File: src/rtl/bram_pkg.sv
// Shared types and constants for the backup-RAM SD sequencer.
// Holds the FSM state and transfer-type encodings and the default HuBM header.
package bram_pkg;

    typedef enum logic [1:0] {
        IDLE,
        ACK_HI,
        ACK_LO,
        FMT
    } state_e;

    typedef enum logic {
        LOAD,
        SAVE
    } xfer_e;

    localparam int HDR_WORDS = 4;

    localparam logic [15:0] BRAM_HDR [HDR_WORDS] = '{
        16'h5548, 16'h4D42, 16'h8800, 16'h8010
    };

    function automatic logic [15:0] hdr_word(input logic [1:0] idx);
        return BRAM_HDR[idx];
    endfunction

endpackage

File: src/rtl/bram_sd_ctrl_if.sv
// hps_io SD sector handshake bundle.
// The master drives the sector address and requests; the slave returns the acknowledge.
interface bram_sd_ctrl_if;

    logic [31:0] sd_lba;
    logic        sd_rd;
    logic        sd_wr;
    logic        sd_ack;

    modport master (output sd_lba, output sd_rd, output sd_wr, input sd_ack);
    modport slave  (input sd_lba, input sd_rd, input sd_wr, output sd_ack);

endinterface

File: src/rtl/bram_sd_ctrl_edge_det.sv
// Single-polarity edge detector against the registered previous sample.
// RST_VAL lets an input that is already high at reset release count as "no edge".
module edge_det #(
    parameter bit RST_VAL = 1'b1,
    parameter bit FALLING = 1'b0
) (
    input  logic clk_sys,
    input  logic reset_n,
    input  logic d,
    output logic pulse
);

    logic prev;

    // NOTE: state registers take non-blocking assignments so every flop samples pre-edge values.
    always_ff @(posedge clk_sys or negedge reset_n) begin
        if (!reset_n) prev <= RST_VAL;
        else          prev <= d;
    end

    assign pulse = FALLING ? (prev & ~d) : (d & ~prev);

endmodule

File: src/rtl/bram_sd_ctrl.sv
// Backup-RAM save-path sequencer: load/save/autosave/auto-load over hps_io sectors,
// plus the header format sequence on backup RAM port B.
module bram_sd_ctrl
    import bram_pkg::*;
#(
    parameter int SECTORS   = 16,
    parameter int FMT_WORDS = 4
) (
    input  logic                  clk_sys,
    input  logic                  reset_n,
    input  logic                  bk_ena,
    input  logic                  load_req,
    input  logic                  save_req,
    input  logic                  autosave_en,
    input  logic                  osd_open,
    input  logic                  bram_wr,
    input  logic                  dl_done,
    input  logic                  img_present,
    input  logic                  format_req,
    bram_sd_ctrl_if.master        sd,
    output logic                  busy,
    output logic                  loading,
    output logic                  pending,
    output logic                  fmt_we,
    output logic [1:0]            fmt_addr,
    output logic [15:0]           fmt_data,
    output logic                  done
);

    localparam logic [7:0] LAST_LBA = 8'(SECTORS - 1);
    localparam logic [1:0] LAST_FMT = 2'(FMT_WORDS - 1);

    state_e      state_q, state_d;
    xfer_e       xfer_q, xfer_d;
    logic [7:0]  lba_q, lba_d;
    logic        rd_q, rd_d, wr_q, wr_d;
    logic        busy_d, loading_d, pending_d, done_d;
    logic        fmt_we_d;
    logic [1:0]  fmt_addr_d;
    logic [15:0] fmt_data_d;

    logic load_rise, save_rise, fmt_rise, auto_rise, ack_rise, ack_fall;
    logic trig_load, trig_save, start;

    edge_det u_load (.clk_sys, .reset_n, .d(load_req),   .pulse(load_rise));
    edge_det u_save (.clk_sys, .reset_n, .d(save_req),   .pulse(save_rise));
    edge_det u_fmt  (.clk_sys, .reset_n, .d(format_req), .pulse(fmt_rise));
    edge_det u_auto (.clk_sys, .reset_n, .d(pending & osd_open & autosave_en), .pulse(auto_rise));
    edge_det #(.FALLING(1'b0)) u_ack_r (.clk_sys, .reset_n, .d(sd.sd_ack), .pulse(ack_rise));
    edge_det #(.FALLING(1'b1)) u_ack_f (.clk_sys, .reset_n, .d(sd.sd_ack), .pulse(ack_fall));

    // Auto-load and manual load outrank both save sources; losers are dropped.
    assign trig_load = bk_ena & ((dl_done & img_present) | load_rise);
    assign trig_save = bk_ena & (save_rise | auto_rise);

    // NOTE: every variable gets a default first so no path leaves it unassigned (no latches).
    always_comb begin
        state_d    = state_q;
        xfer_d     = xfer_q;
        lba_d      = lba_q;
        rd_d       = rd_q;
        wr_d       = wr_q;
        busy_d     = busy;
        loading_d  = loading;
        done_d     = 1'b0;
        fmt_we_d   = 1'b0;
        fmt_addr_d = fmt_addr;
        fmt_data_d = fmt_data;
        start      = 1'b0;

        unique case (state_q)
            IDLE: begin
                if (trig_load || trig_save) begin
                    start     = 1'b1;
                    xfer_d    = trig_load ? LOAD : SAVE;
                    lba_d     = '0;
                    busy_d    = 1'b1;
                    loading_d = trig_load;
                    rd_d      = trig_load;
                    wr_d      = ~trig_load;
                    state_d   = ACK_HI;
                end else if (fmt_rise) begin
                    fmt_we_d   = 1'b1;
                    fmt_addr_d = 2'd0;
                    fmt_data_d = hdr_word(2'd0);
                    state_d    = FMT;
                end
            end
            ACK_HI: begin
                if (ack_rise) begin
                    rd_d    = 1'b0;
                    wr_d    = 1'b0;
                    state_d = ACK_LO;
                end
            end
            ACK_LO: begin
                if (ack_fall) begin
                    if (lba_q == LAST_LBA) begin
                        busy_d    = 1'b0;
                        loading_d = 1'b0;
                        done_d    = 1'b1;
                        state_d   = IDLE;
                    end else begin
                        lba_d   = lba_q + 8'd1;
                        rd_d    = (xfer_q == LOAD);
                        wr_d    = (xfer_q == SAVE);
                        state_d = ACK_HI;
                    end
                end
            end
            FMT: begin
                if (fmt_addr == LAST_FMT) begin
                    fmt_addr_d = 2'd0;
                    fmt_data_d = 16'h0000;
                    state_d    = IDLE;
                end else begin
                    fmt_we_d   = 1'b1;
                    fmt_addr_d = fmt_addr + 2'd1;
                    fmt_data_d = hdr_word(fmt_addr + 2'd1);
                end
            end
            default: state_d = IDLE;
        endcase

        // A core write in the start cycle must survive the clear.
        if (bk_ena && !osd_open && bram_wr) pending_d = 1'b1;
        else if (start)                     pending_d = 1'b0;
        else                                pending_d = pending;
    end

    always_ff @(posedge clk_sys or negedge reset_n) begin
        if (!reset_n) begin
            state_q  <= IDLE;
            xfer_q   <= LOAD;
            lba_q    <= '0;
            rd_q     <= 1'b0;
            wr_q     <= 1'b0;
            busy     <= 1'b0;
            loading  <= 1'b0;
            pending  <= 1'b0;
            done     <= 1'b0;
            fmt_we   <= 1'b0;
            fmt_addr <= 2'd0;
            fmt_data <= 16'h0000;
        end else begin
            state_q  <= state_d;
            xfer_q   <= xfer_d;
            lba_q    <= lba_d;
            rd_q     <= rd_d;
            wr_q     <= wr_d;
            busy     <= busy_d;
            loading  <= loading_d;
            pending  <= pending_d;
            done     <= done_d;
            fmt_we   <= fmt_we_d;
            fmt_addr <= fmt_addr_d;
            fmt_data <= fmt_data_d;
        end
    end

    assign sd.sd_lba = {24'd0, lba_q};
    assign sd.sd_rd  = rd_q;
    assign sd.sd_wr  = wr_q;

endmodule

File: src/flat_wrapper.sv
// flat-port wrapper written by rule: the top's interface ports become plain ports
module bram_sd_ctrl_flat import bram_pkg::*;
#(
    parameter int SECTORS   = 16,
    parameter int FMT_WORDS = 4
)
  (clk_sys, reset_n, bk_ena, load_req, save_req, autosave_en, osd_open, bram_wr, dl_done, img_present, format_req, busy, loading, pending, fmt_we, fmt_addr, fmt_data, done, sd_sd_lba, sd_sd_rd, sd_sd_wr, sd_sd_ack);
  bram_sd_ctrl_if sd_i ();
  input  logic clk_sys;
  input  logic reset_n;
  input  logic bk_ena;
  input  logic load_req;
  input  logic save_req;
  input  logic autosave_en;
  input  logic osd_open;
  input  logic bram_wr;
  input  logic dl_done;
  input  logic img_present;
  input  logic format_req;
  output logic busy;
  output logic loading;
  output logic pending;
  output logic fmt_we;
  output logic [1:0] fmt_addr;
  output logic [15:0] fmt_data;
  output logic done;
  output wire logic [$bits(sd_i.sd_lba)-1:0] sd_sd_lba;
  output wire logic [$bits(sd_i.sd_rd)-1:0] sd_sd_rd;
  output wire logic [$bits(sd_i.sd_wr)-1:0] sd_sd_wr;
  input wire logic [$bits(sd_i.sd_ack)-1:0] sd_sd_ack;
  assign sd_sd_lba = sd_i.sd_lba;
  assign sd_sd_rd = sd_i.sd_rd;
  assign sd_sd_wr = sd_i.sd_wr;
  assign sd_i.sd_ack = sd_sd_ack;
  bram_sd_ctrl #(.SECTORS(SECTORS), .FMT_WORDS(FMT_WORDS)) u_core (.clk_sys(clk_sys), .reset_n(reset_n), .bk_ena(bk_ena), .load_req(load_req), .save_req(save_req), .autosave_en(autosave_en), .osd_open(osd_open), .bram_wr(bram_wr), .dl_done(dl_done), .img_present(img_present), .format_req(format_req), .sd(sd_i), .busy(busy), .loading(loading), .pending(pending), .fmt_we(fmt_we), .fmt_addr(fmt_addr), .fmt_data(fmt_data), .done(done));
endmodule
File: config.mk
export PLATFORM = sky130hd
export DESIGN_NAME = bram_sd_ctrl_flat
export DESIGN_NICKNAME = d
export VERILOG_FILES = /design/src/rtl/bram_pkg.sv /design/src/rtl/bram_sd_ctrl_if.sv /design/src/rtl/bram_sd_ctrl_edge_det.sv /design/src/rtl/bram_sd_ctrl.sv /design/src/flat_wrapper.sv
export SDC_FILE = /design/constraint.sdc
export NUM_CORES = 1
export LEC_CHECK = 0
export ABC_AREA = 1
export CAP_MARGIN = 20
export CORE_UTILIZATION = 49
export DETAILED_ROUTE_END_ITERATION = 12
export GPL_TIMING_DRIVEN = 0
export PLACE_DENSITY = 0.86
export SYNTH_ARGS = -nofsm -noshare
export SYNTH_HDL_FRONTEND = slang
export SYNTH_HIERARCHICAL = 1
export SYNTH_SLANG_ARGS = --single-unit
File: constraint.sdc
create_clock -name clk_sys -period 3.1 [get_ports clk_sys]
set_clock_uncertainty 0.15 [all_clocks]
set_input_delay 0.31 -clock clk_sys [delete_from_list [all_inputs] [get_ports clk_sys]]
set_output_delay 0.31 -clock clk_sys [all_outputs]
set_load 0.05 [all_outputs]
**Word level (Yosys, flattened, before mapping)**

Index checks and enable logic that the tools add are counted.

- Reductions and logical operators: 15
- Add/sub/neg operators: 2
- Bitwise gates (word level): 22
- Multiplexer cells: 48
- Order comparisons: 1
- Eq/ne operators: 14

Operators with widths:

| operator | count |
|---|---|
| $mux 16 | 5 |
| $bmux 16 s2 | 1 |
| $pmux 16 s2 | 1 |
| $mux 8 | 3 |
| $mux 1 | 22 |
| $mux 2 | 8 |
| $pmux 8 s2 | 1 |
| $ne 2x1->1 const B | 6 |
| $reduce_and 4->1 | 3 |
| $and 1x1->1 | 11 |
| $add 8x1->8 const B | 1 |
| $eq 8x4->1 const B | 1 |
| $not 1->1 | 8 |
| $pmux 2 s4 | 1 |
| $eq 2x2->1 const B | 3 |
| $pmux 1 s2 | 3 |
| $pmux 1 s3 | 2 |
| $reduce_bool 2->1 | 3 |
| $reduce_and 5->1 | 1 |
| $ne 2x2->1 const B | 2 |
| $pmux 2 s2 | 1 |
| $ge 3x3->1 const B | 1 |
| $ne 3x1->1 const B | 1 |
| $not 2->3 | 1 |
| other kinds (10) | 12 |

- Output and inout port bits: 57
- Word-level logic and storage cells: 119
- Bits in registers: 41
- Input port bits: 12

**Longest topological paths before layout**

Gate-level depths: netlist (run 1).

- Word-level depth: 10
- Mapped depth: 11
- Gate-level depth less buffers: 11

**By module**

Netlist (run 1), hierarchy kept.

Modules (own cells, without submodules):

| module | cells an instance | instances | area each (sq um) | sequential area each (sq um) |
|---|---|---|---|---|
| bram_sd_ctrl | 239 | 1 | 1,769.2 | 625.6 |
| edge_det | 3 | 6 | 36.3 | 26.3 |

**Least setup slack after synthesis (run 1)**

No wires, ideal clock.

- Path type: register to register
- Start: register u_core.pending
- End: register u_core.fmt_data[14]
- Clock period less this slack: 1.842 ns
- Data required time: 2.827 ns
- Setup time: 0.123 ns
- Setup slack: 1.258 ns
- Path buffers: 1
- Cell stages (with the launch flop): 11
- Arrival: 1.569 ns
- Cells stage by stage: dfrtp_1 -> and3_1 -> inv_1 -> nor2_2 -> o21ai_2 -> nand2_2 -> nand2_1 -> nand2_2 -> buf_6 -> nand2_1 -> o21ai_1

- Word-level cells in the longest chain between the ends: 8

RTL lines:

| item | RTL line | source |
|---|---|---|
| start, declared | bram_sd_ctrl.sv:23 | `output logic pending,` |
| start signal, assigned | bram_sd_ctrl.sv:153 | `pending <= pending_d;` |
| $and 1x1->1 (2 in series) | bram_sd_ctrl.sv:48 | `edge_det u_auto (.clk_sys, .reset_n, .d(pending & osd_open & autosave_en), .pulse(auto_rise));` |
| $and 1x1->1 | bram_sd_ctrl_edge_det.sv:21 | `assign pulse = FALLING ? (prev & ~d) : (d & ~prev);` |
| net u_core.auto_rise | bram_sd_ctrl.sv:42 | `logic load_rise, save_rise, fmt_rise, auto_rise, ack_rise, ack_fall;` |
| $or 1x1->1 | bram_sd_ctrl.sv:54 | `assign trig_save = bk_ena & (save_rise \| auto_rise);` |
| $and 1x1->1 | bram_sd_ctrl.sv:54 |  |
| $logic_or 1x1->1 | bram_sd_ctrl.sv:73 | `if (trig_load \|\| trig_save) begin` |
| $ne 2x2->1 (no source line) | -- |  |
| $reduce_and 3->1 (no source line) | -- |  |
| end signal, assigned | bram_sd_ctrl.sv:157 | `fmt_data <= fmt_data_d;` |
| end, declared | bram_sd_ctrl.sv:26 | `output logic [15:0] fmt_data,` |

The timed path passes the listed nets, and every way through them passes these cells.
A chain may end at the register's enable or synchronous reset.

**Worst setup path after layout (run 1)**

- Start: register u_core.fmt_data[15]
- End: output fmt_data[15]

RTL lines:

| item | RTL line | source |
|---|---|---|
| end, declared | flat_wrapper.sv:25 | `output logic [15:0] fmt_data;` |

No word-level cell between the ends.

==> flow_summary.html, run 1 <==
<table>
<tr><th>Metric</th><th>Value</th></tr>
<tr><th colspan="2">Power</th></tr>
<tr><td>Sequential Power Share</td><td>0.257</td></tr>
<tr><td>Proportion of power drawn by combinational gates</td><td>0.604</td></tr>
<tr><td>Power Internal</td><td>1163 uW</td></tr>
<tr><td>Pleak</td><td>0.001401 uW</td></tr>
<tr><td>Clock Power Share</td><td>0.139</td></tr>
<tr><td>Switching Fraction</td><td>0.4974</td></tr>
<tr><td>Net Switching</td><td>1151 uW</td></tr>
<tr><td>Worst vdd rail ir drop</td><td>0.0006440 V</td></tr>
<tr><td>Total power per unit cell area</td><td>871.6 mW/mm^2</td></tr>
<tr><th colspan="2">Final layout</th></tr>
<tr><td>Register name with the most flops</td><td>u_core/lba_q</td></tr>
<tr><td>Largest registers ranked by flip-flop count</td><td>u_core/lba_q (8), u_core/fmt_data (6), u_core/state_q (2)</td></tr>
<tr><td>Number of flip-flops under the largest register name</td><td>8</td></tr>
<tr><td>Final layout net count</td><td>353</td></tr>
<tr><td>Final core area utilization</td><td>0.7040</td></tr>
<tr><td>Non-filler instance count after layout</td><td>381</td></tr>
<tr><td>Sequential cell area in the final layout</td><td>783.3 sq um</td></tr>
<tr><td>Multi-input combinational cell area</td><td>918.4 sq um</td></tr>
<tr><td>Area growth, synth to finish</td><td>33.63%</td></tr>
<tr><td>Share of cells above drive strength 1</td><td>0.2162</td></tr>
<tr><td>Post-route design area</td><td>0.002655 sq mm</td></tr>
<tr><td>Fillers</td><td>334</td></tr>
<tr><td>Antenna diode count</td><td>0</td></tr>
<tr><th colspan="2">Logic synthesis</th></tr>
<tr><td>Post-Syn Instances</td><td>257</td></tr>
<tr><td>Share of synthesized area occupied by flip-flops and latches</td><td>0.3942</td></tr>
<tr><td>Synthesized cell area</td><td>0.001987 sq mm</td></tr>
<tr><td>Mux cell area share after synthesis</td><td>0</td></tr>
<tr><td>Number of distinct library cell variants in the gate-level netlist after synthesis</td><td>26</td></tr>
<tr><td>Synthesized-area fraction occupied by and/or/nand/nor cells</td><td>0.2821</td></tr>
<tr><td>Largest area contributor in the synthesized netlist</td><td>sky130_fd_sc_hd__dfrtp_1</td></tr>
<tr><td>Share of flip-flops with an asynchronous set or reset</td><td>1.000</td></tr>
<tr><td>Number of flops mapped to enable cells by yosys</td><td>0</td></tr>
<tr><td>XOR/XNOR Fraction of Synth Area</td><td>0.01322</td></tr>
<tr><td>Number of warning messages in the yosys log</td><td>6</td></tr>
<tr><td>Synthesized-area fraction occupied by ao, oa, aoi and oai cells</td><td>0.05353</td></tr>
<tr><td>Leading register cell type out of synthesis</td><td>sky130_fd_sc_hd__dfrtp_1</td></tr>
<tr><td>Synthesized area divided by synthesized cell count</td><td>7.731 sq um</td></tr>
<tr><td>Adder and majority gate portion of the synthesized area</td><td>0.05668</td></tr>
<tr><td>Combinational family with the most area after synthesis</td><td>simple AND/OR/NAND/NOR gates</td></tr>
<tr><td>Main area contributors after synthesis</td><td>sky130_fd_sc_hd__dfrtp_1 (31%), sky130_fd_sc_hd__nand2_1 (14%), sky130_fd_sc_hd__buf_4 (13%)</td></tr>
<tr><td>Top cell type's share of synthesized area</td><td>0.3149</td></tr>
<tr><td>Register bit count reported by yosys</td><td>31</td></tr>
<tr><th colspan="2">STA</th></tr>
<tr><td>Share of the clock period used by the worst path</td><td>0.6773</td></tr>
<tr><td>Final Hold Viols</td><td>0</td></tr>
<tr><td>Total negative slack for setup checks</td><td>0 ns</td></tr>
<tr><td>Min Clock Period, post-route</td><td>2.100 ns</td></tr>
<tr><td>Worst relative slew slack</td><td>0.4703</td></tr>
<tr><td>Fmax</td><td>476.2 MHz</td></tr>
<tr><td>Tightest Pin Transition</td><td>0.7920 ns</td></tr>
<tr><td>Number of pins exceeding their max-slew limit in the final report</td><td>0</td></tr>
<tr><td>Final setup vio count</td><td>0</td></tr>
<tr><td>Worst-case setup margin in the final layout</td><td>1.000 ns</td></tr>
<tr><td>Setup repair after global routing missed its margin</td><td>no</td></tr>
<tr><th colspan="2">Clock tree</th></tr>
<tr><td>Total setup buffers inserted after CTS</td><td>0</td></tr>
<tr><td>CTS tree</td><td>yes</td></tr>
<tr><td>Cts hold-fix bufs</td><td>0</td></tr>
<tr><td>Number of buffers inserted during clock tree synthesis</td><td>5</td></tr>
<tr><td>Maximum count of clock buffers along a single path</td><td>2</td></tr>
<tr><td>Clock latency of the later-clocked register in the worst-skew pair</td><td>0.28 ns</td></tr>
<tr><td>Worst-path clk slew</td><td>0.07 ns</td></tr>
<tr><td>H-tree depth reported by CTS</td><td>2</td></tr>
<tr><td>Post-CTS Resized</td><td>0</td></tr>
<tr><td>Clock net sink count</td><td>31</td></tr>
<tr><td>Cell chosen for the clock root</td><td>sky130_fd_sc_hd__clkbuf_8</td></tr>
<tr><th colspan="2">Drt</th></tr>
<tr><td>DRT iter0 DRCs</td><td>65</td></tr>
<tr><td>ANT nets after route</td><td>0</td></tr>
<tr><td>Wirelength, routed</td><td>3731 um</td></tr>
<tr><td>Count of TritonRoute iterations in the first routing pass</td><td>4</td></tr>
<tr><td>Average wire per standard cell</td><td>9.793 um</td></tr>
<tr><td>Remaining DRCs</td><td>0</td></tr>
<tr><td>Via/cell ratio</td><td>4.412</td></tr>
<tr><td>Total number of vias</td><td>1681</td></tr>
<tr><th colspan="2">Worst setup path</th></tr>
<tr><td>Critical setup path kind</td><td>reg -&gt; out</td></tr>
<tr><td>Worst stage delay on the critical path</td><td>0.78 ns</td></tr>
<tr><td>Sort of element at the start of the critical path</td><td>register</td></tr>
<tr><td>CP Data Arrival Time</td><td>1.64 ns</td></tr>
<tr><td>Worst R2R Setup Slack</td><td>1.30 ns</td></tr>
<tr><td>FF-to-FF End</td><td>u_core/lba_q[7]</td></tr>
<tr><td>Critical Path End Type</td><td>primary output</td></tr>
<tr><td>List of cells traversed by the critical path</td><td>buf_4, clkdlybuf4s50_1</td></tr>
<tr><td>Cell with the biggest individual delay on the critical path</td><td>sky130_fd_sc_hd__clkdlybuf4s50_1</td></tr>
<tr><td>Delay-heaviest family, CP</td><td>buffers and inverters</td></tr>
<tr><td>Critical path required time</td><td>2.64 ns</td></tr>
<tr><td>Buf+Inv Stages, Crit Path</td><td>2</td></tr>
<tr><td>Worst Reg2Reg Path Length in Cells</td><td>10</td></tr>
<tr><td>Worst R2R Start</td><td>u_core/state_q[0]</td></tr>
<tr><td>Largest fanout on the critical path</td><td>6</td></tr>
<tr><th colspan="2">Die</th></tr>
<tr><td>Die width</td><td>65.68 um</td></tr>
<tr><td>Core region area</td><td>0.003771 sq mm</td></tr>
<tr><td>Initial Utilization</td><td>0.5269</td></tr>
<tr><td>Chip Height</td><td>65.68 um</td></tr>
<tr><td>Row cnt</td><td>22</td></tr>
<tr><td>Area of the die</td><td>0.004314 sq mm</td></tr>
<tr><td>IO Count</td><td>69</td></tr>
<tr><th colspan="2">Global routing</th></tr>
<tr><td>Wire length of the first global-routing pass</td><td>6182 um</td></tr>
<tr><td>Number of antenna violations at the first check in global routing</td><td>0</td></tr>
<tr><td>Overall fraction of global-route tracks in use</td><td>0.1851</td></tr>
<tr><td>Pin count of the biggest net entering global routing</td><td>17</td></tr>
<tr><td>Total congestion overflow after global routing</td><td>0</td></tr>
<tr><td>Vias in the first global route</td><td>1492</td></tr>
<tr><th colspan="2">Placed design</th></tr>
<tr><td>Detailed placement HPWL</td><td>2903 um</td></tr>
<tr><td>Dpl cells</td><td>373</td></tr>
<tr><td>Weighted congestion reported at the end of routability-driven placement</td><td>0.8232</td></tr>
<tr><td>Buffers added on ports</td><td>38</td></tr>
<tr><td>Placed standard-cell area</td><td>0.002564 sq mm</td></tr>
<tr><td>Post-Place Setup Slack</td><td>1.030 ns</td></tr>
<tr><th colspan="2">Min path</th></tr>
<tr><td>Cell count of the worst hold path</td><td>1</td></tr>
<tr><td>Terminating pin of the worst hold path</td><td>u_core/u_load/prev</td></tr>
<tr><td>Worst Hold Launch</td><td>load_req</td></tr>
<tr><td>Hold WC Path Type</td><td>in -&gt; reg</td></tr>
<tr><th colspan="2">Run status</th></tr>
<tr><td>Result of the run</td><td>complete, no violations</td></tr>
<tr><th colspan="2">Flow run</th></tr>
<tr><td>Max_cap viols</td><td>0</td></tr>
</table>
## power groups by stage
stage | logic (uW) | clock network, uW | registers [uW]
6_report | 1400 | 321 | 594
5_1_grt | 1510 | 347 | 607
4_1_cts | 1410 | 327 | 595
3_5_place_dp | 1400 | 0 | 598
3_3_place_gp | 1360 | 0 | 596
2_1_floorplan | 810 | 0 | 827
## area by class of cell
cell class,instances,area share
Buffer,37,0.1074
Timing Repair Buffer,39,0.1536
Clock inverter,1,0.001885
Clock buffer,7,0.03252
Multi-Input combinational cell,189,0.3459
Inverter,29,0.04100
Tap cell,48,0.02262
Sequential cell,31,0.2950
## worst max path at each step
stage | end | slack [ns] | startpoint | cells after the start
3_5_place_dp | u_core/fmt_data[12] | 1.03 | autosave_en | 11
2_1_floorplan | u_core/fmt_data[14] | 1.26 | u_core/pending | 10
3_3_place_gp | u_core/lba_q[4] | 1.04 | reset_n | 1
5_1_grt | fmt_data[15] | 0.95 | u_core/fmt_data[15] | 2
4_1_cts | fmt_data[15] | 0.99 | u_core/fmt_data[15] | 2
6_report | fmt_data[15] | 1.00 | u_core/fmt_data[15] | 2
## synth_stat cells, types with 3 or more instances
library cell	count
sky130_fd_sc_hd__dfstp_2	6
sky130_fd_sc_hd__nor2_2	9
sky130_fd_sc_hd__o21ai_1	5
sky130_fd_sc_hd__inv_1	27
sky130_fd_sc_hd__o21ai_0	7
sky130_fd_sc_hd__nand2_2	5
sky130_fd_sc_hd__a21oi_1	4
sky130_fd_sc_hd__dfrtp_1	25
sky130_fd_sc_hd__buf_4	35
sky130_fd_sc_hd__o21ai_2	3
sky130_fd_sc_hd__ha_1	9
sky130_fd_sc_hd__nand3_1	9
sky130_fd_sc_hd__nand2_1	75
sky130_fd_sc_hd__nor2_1	20
## metal layers
metal	track usage	vias up	wire length [um]
met1	0.2105	756	1594
met4	0.05435	0	26
met5	0	-	0
met3	0.04340	4	187
li1	-	875	-
met2	0.3380	46	1922
## kinds of logic (layout without fill, tap and decap cells)
family / Yosys count / after routing
AOI/OAI and AO/OA: 19 / 19
xor gates and xnor gates: 3 / 3
adders and majority gates: 9 / 9
buffers and inverters: 66 / 113
DFF: 31 / 31
other: 1 / 30
and+or+nand+nor: 128 / 128
## metrics by stage
step           total power (uW)  hold WS (ns)
5_1_grt                    2467        0.3128
2_1_floorplan              1637       -0.1356
3_5_place_dp               2000        0.3170
3_3_place_gp               1960        0.3065
4_1_cts                    2331        0.3098
6_report                   2314        0.3141
## placed cells by master, fill, tap and decap left out, drive strengths merged
cell and n:
nand2 81, clkdlybuf4s50 38, buf 38, conb 30, inv 29, nor2 29, dfrtp 25, o21ai 15
nand3 10, ha 9, clkbuf 7, dfstp 6, a21oi 4, nand4 2, nand3b 2, nor3 2
xor2 2, clkinv 1, or2 1, and3 1, xnor2 1
## worst reg2reg max path, cell delays in order, from the launching register on
cell	delay (ns)
sky130_fd_sc_hd__dfrtp_1	0.42
sky130_fd_sc_hd__inv_1	0.11
sky130_fd_sc_hd__ha_1	0.21
sky130_fd_sc_hd__buf_6	0.13
sky130_fd_sc_hd__inv_2	0.14
sky130_fd_sc_hd__nor2_2	0.05
sky130_fd_sc_hd__inv_1	0.06
sky130_fd_sc_hd__nand2_2	0.07
sky130_fd_sc_hd__nor2_1	0.22
sky130_fd_sc_hd__nand2_1	0.08
sky130_fd_sc_hd__nand2_1	0.08
(Power assumes the default switching activity.)
==> inputs of run 2 (changes only) <==
--- a/config.mk
+++ b/config.mk
@@ -7,10 +7,10 @@
 export LEC_CHECK = 0
 export ABC_AREA = 1
 export CAP_MARGIN = 20
-export CORE_UTILIZATION = 49
+export CORE_UTILIZATION = 45
 export DETAILED_ROUTE_END_ITERATION = 12
 export GPL_TIMING_DRIVEN = 0
-export PLACE_DENSITY = 0.86
+export PLACE_DENSITY = 0.8
 export SYNTH_ARGS = -nofsm -noshare
 export SYNTH_HDL_FRONTEND = slang
 export SYNTH_HIERARCHICAL = 1
==> constraint.sdc (replaced) <==
create_clock -name clk_sys -period 2.2 [get_ports clk_sys]
set_clock_uncertainty 0.15 [all_clocks]
set_input_delay 0.22 -clock clk_sys [delete_from_list [all_inputs] [get_ports clk_sys]]
set_output_delay 0.22 -clock clk_sys [all_outputs]
set_load 0.05 [all_outputs]
==> run 2 against run 1 <==
Utilization down 5.2 points. Hold slack got worse by 0.087 ns. Via count is 2.9% lower. Clock power up 74%.
==> flow_summary.html, run 2 (synthesis gave the netlist of run 1 again) <==
<table>
<tr><th>Metric</th><th>Value</th></tr>
<tr><th colspan="2">Run status</th></tr>
<tr><td>Result of the run</td><td>complete, no violations</td></tr>
<tr><th colspan="2">STA</th></tr>
<tr><td>Setup repair after global routing missed its margin</td><td>no</td></tr>
<tr><td>Tightest Pin Transition</td><td>0.7178 ns</td></tr>
<tr><td>Number of pins exceeding their max-slew limit in the final report</td><td>0</td></tr>
<tr><td>Share of the clock period used by the worst path</td><td>0.9101</td></tr>
<tr><td>Fmax</td><td>499.5 MHz</td></tr>
<tr><td>Final setup vio count</td><td>0</td></tr>
<tr><td>Worst relative slew slack</td><td>0.5200</td></tr>
<tr><td>Min Clock Period, post-route</td><td>2.002 ns</td></tr>
<tr><td>Final Hold Viols</td><td>0</td></tr>
<tr><td>Hold Worst Slack</td><td>0.2271 ns</td></tr>
<tr><td>Total negative slack for setup checks</td><td>0 ns</td></tr>
<tr><th colspan="2">Global routing</th></tr>
<tr><td>Met3 Use GR</td><td>0.05000</td></tr>
<tr><td>Overall fraction of global-route tracks in use</td><td>0.1661</td></tr>
<tr><td>Wire length of the first global-routing pass</td><td>5754 um</td></tr>
<tr><td>Number of antenna violations at the first check in global routing</td><td>0</td></tr>
<tr><td>Met2 track demand over resource</td><td>0.2610</td></tr>
<tr><td>Met1 track demand over resource</td><td>0.2196</td></tr>
<tr><td>Most congested layer reported by global routing</td><td>met2</td></tr>
<tr><td>Total congestion overflow after global routing</td><td>0</td></tr>
<tr><td>Vias in the first global route</td><td>1328</td></tr>
<tr><td>Pin count of the biggest net entering global routing</td><td>18</td></tr>
<tr><th colspan="2">Placed design</th></tr>
<tr><td>Detailed placement HPWL</td><td>2821 um</td></tr>
<tr><td>Placed standard-cell area</td><td>0.002566 sq mm</td></tr>
<tr><td>Weighted congestion reported at the end of routability-driven placement</td><td>0.8281</td></tr>
<tr><td>Buffers added on ports</td><td>38</td></tr>
<tr><th colspan="2">Power</th></tr>
<tr><td>Clock Power Share</td><td>0.167</td></tr>
<tr><td>Total Power Consumption</td><td>3352 uW</td></tr>
<tr><td>Switching Fraction</td><td>0.4773</td></tr>
<tr><td>Sequential Power Share</td><td>0.248</td></tr>
<tr><td>Net Switching</td><td>1600 uW</td></tr>
<tr><td>Pleak</td><td>0.001414 uW</td></tr>
<tr><td>Total power per unit cell area</td><td>1249 mW/mm^2</td></tr>
<tr><td>Worst vdd rail ir drop</td><td>0.0007230 V</td></tr>
<tr><td>Proportion of power drawn by combinational gates</td><td>0.585</td></tr>
<tr><td>Power Internal</td><td>1752 uW</td></tr>
<tr><th colspan="2">Flow run</th></tr>
<tr><td>Max_cap viols</td><td>0</td></tr>
<tr><th colspan="2">Worst setup path</th></tr>
<tr><td>List of cells traversed by the critical path</td><td>buf_4, clkdlybuf4s50_1</td></tr>
<tr><td>Sort of element at the start of the critical path</td><td>register</td></tr>
<tr><td>Critical path required time</td><td>1.83 ns</td></tr>
<tr><td>Delay-heaviest family, CP</td><td>buffers and inverters</td></tr>
<tr><td>CP Data Arrival Time</td><td>1.63 ns</td></tr>
<tr><td>Cell with the biggest individual delay on the critical path</td><td>sky130_fd_sc_hd__clkdlybuf4s50_1</td></tr>
<tr><td>Worst stage delay on the critical path</td><td>0.78 ns</td></tr>
<tr><td>Critical setup path kind</td><td>reg -&gt; out</td></tr>
<tr><td>Critical Path End Type</td><td>primary output</td></tr>
<tr><td>Buf+Inv Stages, Crit Path</td><td>2</td></tr>
<tr><td>Largest fanout on the critical path</td><td>6</td></tr>
<tr><th colspan="2">Drt</th></tr>
<tr><td>Remaining DRCs</td><td>0</td></tr>
<tr><td>Count of TritonRoute iterations in the first routing pass</td><td>4</td></tr>
<tr><td>Wirelength, routed</td><td>3440 um</td></tr>
<tr><td>DRT iter0 DRCs</td><td>46</td></tr>
<tr><td>Average wire per standard cell</td><td>8.982 um</td></tr>
<tr><td>ANT nets after route</td><td>0</td></tr>
<tr><td>Via/cell ratio</td><td>4.261</td></tr>
<tr><td>Total number of vias</td><td>1632</td></tr>
<tr><th colspan="2">Final layout</th></tr>
<tr><td>Register name with the most flops</td><td>u_core/lba_q</td></tr>
<tr><td>Most used cells in the layout excluding fill and tap cells</td><td>sky130_fd_sc_hd__nand2_1 (75), sky130_fd_sc_hd__clkdlybuf4s50_1 (38), sky130_fd_sc_hd__buf_4 (35)</td></tr>
<tr><td>Final layout net count</td><td>353</td></tr>
<tr><td>Post-route design area</td><td>0.002684 sq mm</td></tr>
<tr><td>Antenna diode count</td><td>0</td></tr>
<tr><td>Number of flip-flops under the largest register name</td><td>8</td></tr>
<tr><td>Largest registers ranked by flip-flop count</td><td>u_core/lba_q (8), u_core/fmt_data (6), u_core/state_q (2)</td></tr>
<tr><td>Fillers</td><td>356</td></tr>
<tr><td>Most common cell after layout, fill and taps aside</td><td>sky130_fd_sc_hd__nand2_1</td></tr>
<tr><td>Final core area utilization</td><td>0.6522</td></tr>
<tr><td>Area growth, synth to finish</td><td>35.08%</td></tr>
<tr><td>Share of cells above drive strength 1</td><td>0.2192</td></tr>
<tr><th colspan="2">Clock tree</th></tr>
<tr><td>Clock latency of the later-clocked register in the worst-skew pair</td><td>0.27 ns</td></tr>
<tr><td>CTS tree</td><td>yes</td></tr>
<tr><td>Maximum count of clock buffers along a single path</td><td>2</td></tr>
<tr><td>Number of buffers inserted during clock tree synthesis</td><td>5</td></tr>
<tr><td>Cts hold-fix bufs</td><td>0</td></tr>
<tr><td>Post-CTS Resized</td><td>0</td></tr>
<tr><td>Clock net sink count</td><td>31</td></tr>
<tr><td>Cell chosen for the clock root</td><td>sky130_fd_sc_hd__clkbuf_8</td></tr>
<tr><td>Worst-path clk slew</td><td>0.06 ns</td></tr>
<tr><td>Total setup buffers inserted after CTS</td><td>0</td></tr>
<tr><td>H-tree depth reported by CTS</td><td>2</td></tr>
<tr><th colspan="2">Die</th></tr>
<tr><td>Row cnt</td><td>23</td></tr>
<tr><td>Initial Utilization</td><td>0.4828</td></tr>
<tr><td>Core region area</td><td>0.004115 sq mm</td></tr>
<tr><td>Chip Height</td><td>68.45 um</td></tr>
<tr><td>Die width</td><td>68.45 um</td></tr>
<tr><td>Area of the die</td><td>0.004685 sq mm</td></tr>
<tr><td>IO Count</td><td>69</td></tr>
<tr><th colspan="2">Min path</th></tr>
<tr><td>Hold WC Path Type</td><td>in -&gt; async</td></tr>
</table>
[run 2: cell count changes in the layout (fill, tap and decap cells not counted)]
cell | before | now
sky130_fd_sc_hd__bufinv_16 | 0 | 1
sky130_fd_sc_hd__clkbuf_1 | 1 | 0
[run 2: worst paths after layout]
path | slack, ns | from | endpoint | depth (start not counted)
setup / recovery | 0.20 | u_core/fmt_data[15] | fmt_data[15] | 2
hold / removal | 0.23 | reset_n | u_core/loading | 1
setup reg to reg | 0.38 | u_core/state_q[0] | u_core/lba_q[1] | 10
hold reg to reg | 0.32 | u_core/sd.sd_wr | u_core/sd.sd_wr | 2
max in group asynchronous | 1.07 | reset_n | u_core/u_fmt/prev | 2
min in group clk_sys | 0.23 | save_req | u_core/u_save/prev | 1
[run 2: metal layers]
| layer | share of wire | up-vias | wire length, um |
|---|---|---|---|
| met2 | 0.48 | 51 | 1644 |
| met4 | 0.0078 | 0 | 27 |
| met1 | 0.46 | 702 | 1576 |
| met3 | 0.056 | 2 | 192 |
| li1 | - | 877 | - |
| met5 | 0 | - | 0 |
[run 2: area by class of cell]
cell class                      count  area [sq um]  share of cell area
Clock buffer                        6         82.58             0.03077
Buffer                             37         285.3              0.1063
Clock inverter                      2         35.03             0.01305
Tap cell                           50         62.56             0.02331
Timing Repair Buffer               39         407.9              0.1520
Sequential cell                    31         783.3              0.2918
Inverter                           29         108.9             0.04056
Multi-Input combinational cell    189         918.4              0.3422
[run 2: stage by stage]
step	cells	setup WS, ns
CTS	383	0.1771
finish	383	0.1978
floorplan	286	0.3583
global route	383	0.1236
global placement	374	0.2365
detailed placement	375	0.2436
[run 2: power by group through the flow]
stage	Clock [uW]	Combinational [uW]	Sequential [uW]
after floorplan	0	1140	1170
after global placement	0	1920	836
after detailed placement	0	1960	841
after CTS	581	1960	832
after global routing	614	2130	852
final	560	1960	831
==> inputs of run 3 (changes only) <==
--- a/config.mk
+++ b/config.mk
@@ -11,6 +11,7 @@
 export DETAILED_ROUTE_END_ITERATION = 12
 export GPL_TIMING_DRIVEN = 0
 export PLACE_DENSITY = 0.8
+export REMOVE_ABC_BUFFERS = 1
 export SYNTH_ARGS = -nofsm -noshare
 export SYNTH_HDL_FRONTEND = slang
 export SYNTH_HIERARCHICAL = 1
==> run 3 against run 2 <==
Flip-flop and latch count is the same. Critical endpoint is now sd_sd_lba[3]. Die area unchanged. Final area decreased by 11%. Critical path depth fell by 1. Sequential share of layout area grew 3.7 points. Fmax up 1.3%. Global-route usage up 0.25 points. Register-to-register slack improved by 0.02 ns. Largest cell class unchanged. Non-clock buffer count is 37 lower. Worst setup slack improved by 0.026 ns. Power decreased by 6.6%.
==> flow_summary.html, run 3 (synthesis gave the netlist of run 1 again) <==
<table>
<tr><th>Metric</th><th>Value</th></tr>
<tr><th colspan="2">Global routing</th></tr>
<tr><td>Vias in the first global route</td><td>1365</td></tr>
<tr><td>Wire length of the first global-routing pass</td><td>5754 um</td></tr>
<tr><td>Overall fraction of global-route tracks in use</td><td>0.1687</td></tr>
<tr><td>Total congestion overflow after global routing</td><td>0</td></tr>
<tr><td>Number of antenna violations at the first check in global routing</td><td>0</td></tr>
<tr><td>Pin count of the biggest net entering global routing</td><td>21</td></tr>
<tr><th colspan="2">Worst setup path</th></tr>
<tr><td>Critical Path End Type</td><td>primary output</td></tr>
<tr><td>Largest fanout on the critical path</td><td>7</td></tr>
<tr><td>Instance count on the critical path</td><td>1</td></tr>
<tr><td>Delay-heaviest family, CP</td><td>buffers and inverters</td></tr>
<tr><td>Buf+Inv Stages, Crit Path</td><td>1</td></tr>
<tr><td>Critical setup path kind</td><td>reg -&gt; out</td></tr>
<tr><td>Cell with the biggest individual delay on the critical path</td><td>sky130_fd_sc_hd__clkdlybuf4s50_1</td></tr>
<tr><td>CP Data Arrival Time</td><td>1.61 ns</td></tr>
<tr><td>Sort of element at the start of the critical path</td><td>register</td></tr>
<tr><td>Worst stage delay on the critical path</td><td>0.85 ns</td></tr>
<tr><td>Worst Reg2Reg Path Length in Cells</td><td>10</td></tr>
<tr><td>Critical path required time</td><td>1.83 ns</td></tr>
<tr><td>List of cells traversed by the critical path</td><td>clkdlybuf4s50_1</td></tr>
<tr><th colspan="2">Drt</th></tr>
<tr><td>Total number of vias</td><td>1553</td></tr>
<tr><td>ANT nets after route</td><td>0</td></tr>
<tr><td>Via/cell ratio</td><td>4.488</td></tr>
<tr><td>Wirelength, routed</td><td>3510 um</td></tr>
<tr><td>Remaining DRCs</td><td>0</td></tr>
<tr><td>Count of TritonRoute iterations in the first routing pass</td><td>4</td></tr>
<tr><td>Average wire per standard cell</td><td>10.14 um</td></tr>
<tr><td>DRT iter0 DRCs</td><td>61</td></tr>
<tr><th colspan="2">Clock tree</th></tr>
<tr><td>Number of buffers inserted during clock tree synthesis</td><td>5</td></tr>
<tr><td>H-tree depth reported by CTS</td><td>2</td></tr>
<tr><td>Total setup buffers inserted after CTS</td><td>0</td></tr>
<tr><td>Clock latency of the later-clocked register in the worst-skew pair</td><td>0.28 ns</td></tr>
<tr><td>Worst-path clk slew</td><td>0.06 ns</td></tr>
<tr><td>Post-CTS Resized</td><td>0</td></tr>
<tr><td>Maximum count of clock buffers along a single path</td><td>2</td></tr>
<tr><td>Cts hold-fix bufs</td><td>0</td></tr>
<tr><td>CTS tree</td><td>yes</td></tr>
<tr><td>Clock net sink count</td><td>31</td></tr>
<tr><td>Cell chosen for the clock root</td><td>sky130_fd_sc_hd__clkbuf_8</td></tr>
<tr><th colspan="2">Final layout</th></tr>
<tr><td>Final core area utilization</td><td>0.5786</td></tr>
<tr><td>Number of flip-flops under the largest register name</td><td>8</td></tr>
<tr><td>Most used cells in the layout excluding fill and tap cells</td><td>sky130_fd_sc_hd__nand2_1 (75), sky130_fd_sc_hd__clkdlybuf4s50_1 (38), sky130_fd_sc_hd__conb_1 (30)</td></tr>
<tr><td>Area growth, synth to finish</td><td>19.84%</td></tr>
<tr><td>Register name with the most flops</td><td>u_core/lba_q</td></tr>
<tr><td>Share of cells above drive strength 1</td><td>0.1182</td></tr>
<tr><td>Most common cell after layout, fill and taps aside</td><td>sky130_fd_sc_hd__nand2_1</td></tr>
<tr><td>Fillers</td><td>391</td></tr>
<tr><td>Largest registers ranked by flip-flop count</td><td>u_core/lba_q (8), u_core/fmt_data (6), u_core/state_q (2)</td></tr>
<tr><td>Antenna diode count</td><td>0</td></tr>
<tr><td>Final layout net count</td><td>316</td></tr>
<tr><th colspan="2">Die</th></tr>
<tr><td>Area of the die</td><td>0.004685 sq mm</td></tr>
<tr><td>Row cnt</td><td>23</td></tr>
<tr><td>Die width</td><td>68.45 um</td></tr>
<tr><td>IO Count</td><td>69</td></tr>
<tr><td>Initial Utilization</td><td>0.4828</td></tr>
<tr><td>Chip Height</td><td>68.45 um</td></tr>
<tr><td>Core region area</td><td>0.004115 sq mm</td></tr>
<tr><th colspan="2">STA</th></tr>
<tr><td>Final setup vio count</td><td>0</td></tr>
<tr><td>Worst relative slew slack</td><td>0.5727</td></tr>
<tr><td>Min Clock Period, post-route</td><td>1.976 ns</td></tr>
<tr><td>Number of pins exceeding their max-slew limit in the final report</td><td>0</td></tr>
<tr><td>Worst-case setup margin in the final layout</td><td>0.2240 ns</td></tr>
<tr><td>Tightest Pin Transition</td><td>0.6389 ns</td></tr>
<tr><td>Final Hold Viols</td><td>0</td></tr>
<tr><td>Share of the clock period used by the worst path</td><td>0.8982</td></tr>
<tr><td>Fmax</td><td>506.1 MHz</td></tr>
<tr><td>Hold Worst Slack</td><td>0.1884 ns</td></tr>
<tr><td>Setup repair after global routing missed its margin</td><td>no</td></tr>
<tr><td>Total negative slack for setup checks</td><td>0 ns</td></tr>
<tr><th colspan="2">Run status</th></tr>
<tr><td>Result of the run</td><td>complete, no violations</td></tr>
<tr><th colspan="2">Power</th></tr>
<tr><td>Worst vdd rail ir drop</td><td>0.0008865 V</td></tr>
<tr><td>Pleak</td><td>0.001204 uW</td></tr>
<tr><td>Total power per unit cell area</td><td>1314 mW/mm^2</td></tr>
<tr><th colspan="2">Placed design</th></tr>
<tr><td>Detailed placement HPWL</td><td>2657 um</td></tr>
<tr><td>Buffers added on ports</td><td>38</td></tr>
<tr><td>Post-Place Setup Slack</td><td>0.1891 ns</td></tr>
<tr><td>Weighted congestion reported at the end of routability-driven placement</td><td>0.8004</td></tr>
<tr><th colspan="2">Min path</th></tr>
<tr><td>Hold WC Path Type</td><td>in -&gt; async</td></tr>
<tr><th colspan="2">Flow run</th></tr>
<tr><td>Max_cap viols</td><td>0</td></tr>
</table>
==> run 3: path summary, 6_finish.rpt <==
check / start / to / slack (ns)
min in group clk_sys: load_req / u_core/u_load/prev / 0.22
worst min-delay path: reset_n / u_core/loading / 0.19
max in group asynchronous: reset_n / u_core/u_ack_r/prev / 1.12
worst max-delay path: u_core/lba_q[3] / sd_sd_lba[3] / 0.22
worst min register to register: u_core/busy / u_core/busy / 0.33
worst max register to register: u_core/state_q[0] / u_core/lba_q[6] / 0.40
==> run 3: report_power, final <==
group          leakage [uW]  internal [uW]  switching [uW]
logic              0.000767            539            1270
clock network     0.0000515            285             202
registers          0.000385            718             118
total               0.00120           1540            1590
==> run 3: stage by stage <==
step	std cells	cell area [sq um]	power (uW)
floorplan	249	1810	2148
finish	346	2381	3130
CTS	346	2381	3159
detailed placement	338	2281	2649
global placement	337	2253	2613
global route	346	2381	3358
==> run 3: area by class of cell <==
type	instances	area [sq um]	area share
Tap cell	50	62.56	0.02627
Clock buffer	8	100.1	0.04204
Multi-Input combinational cell	189	918.4	0.3857
Inverter	29	108.9	0.04572
Timing Repair Buffer	39	407.9	0.1713
Sequential cell	31	783.3	0.3290
==> run 3: layer usage <==
metal / up-vias / share of wire / track usage
met5: - / 0 / 0
met4: 0 / 0.0094 / 0.06250
met3: 4 / 0.063 / 0.05000
met2: 55 / 0.47 / 0.2831
met1: 697 / 0.45 / 0.2019
li1: 797 / - / -
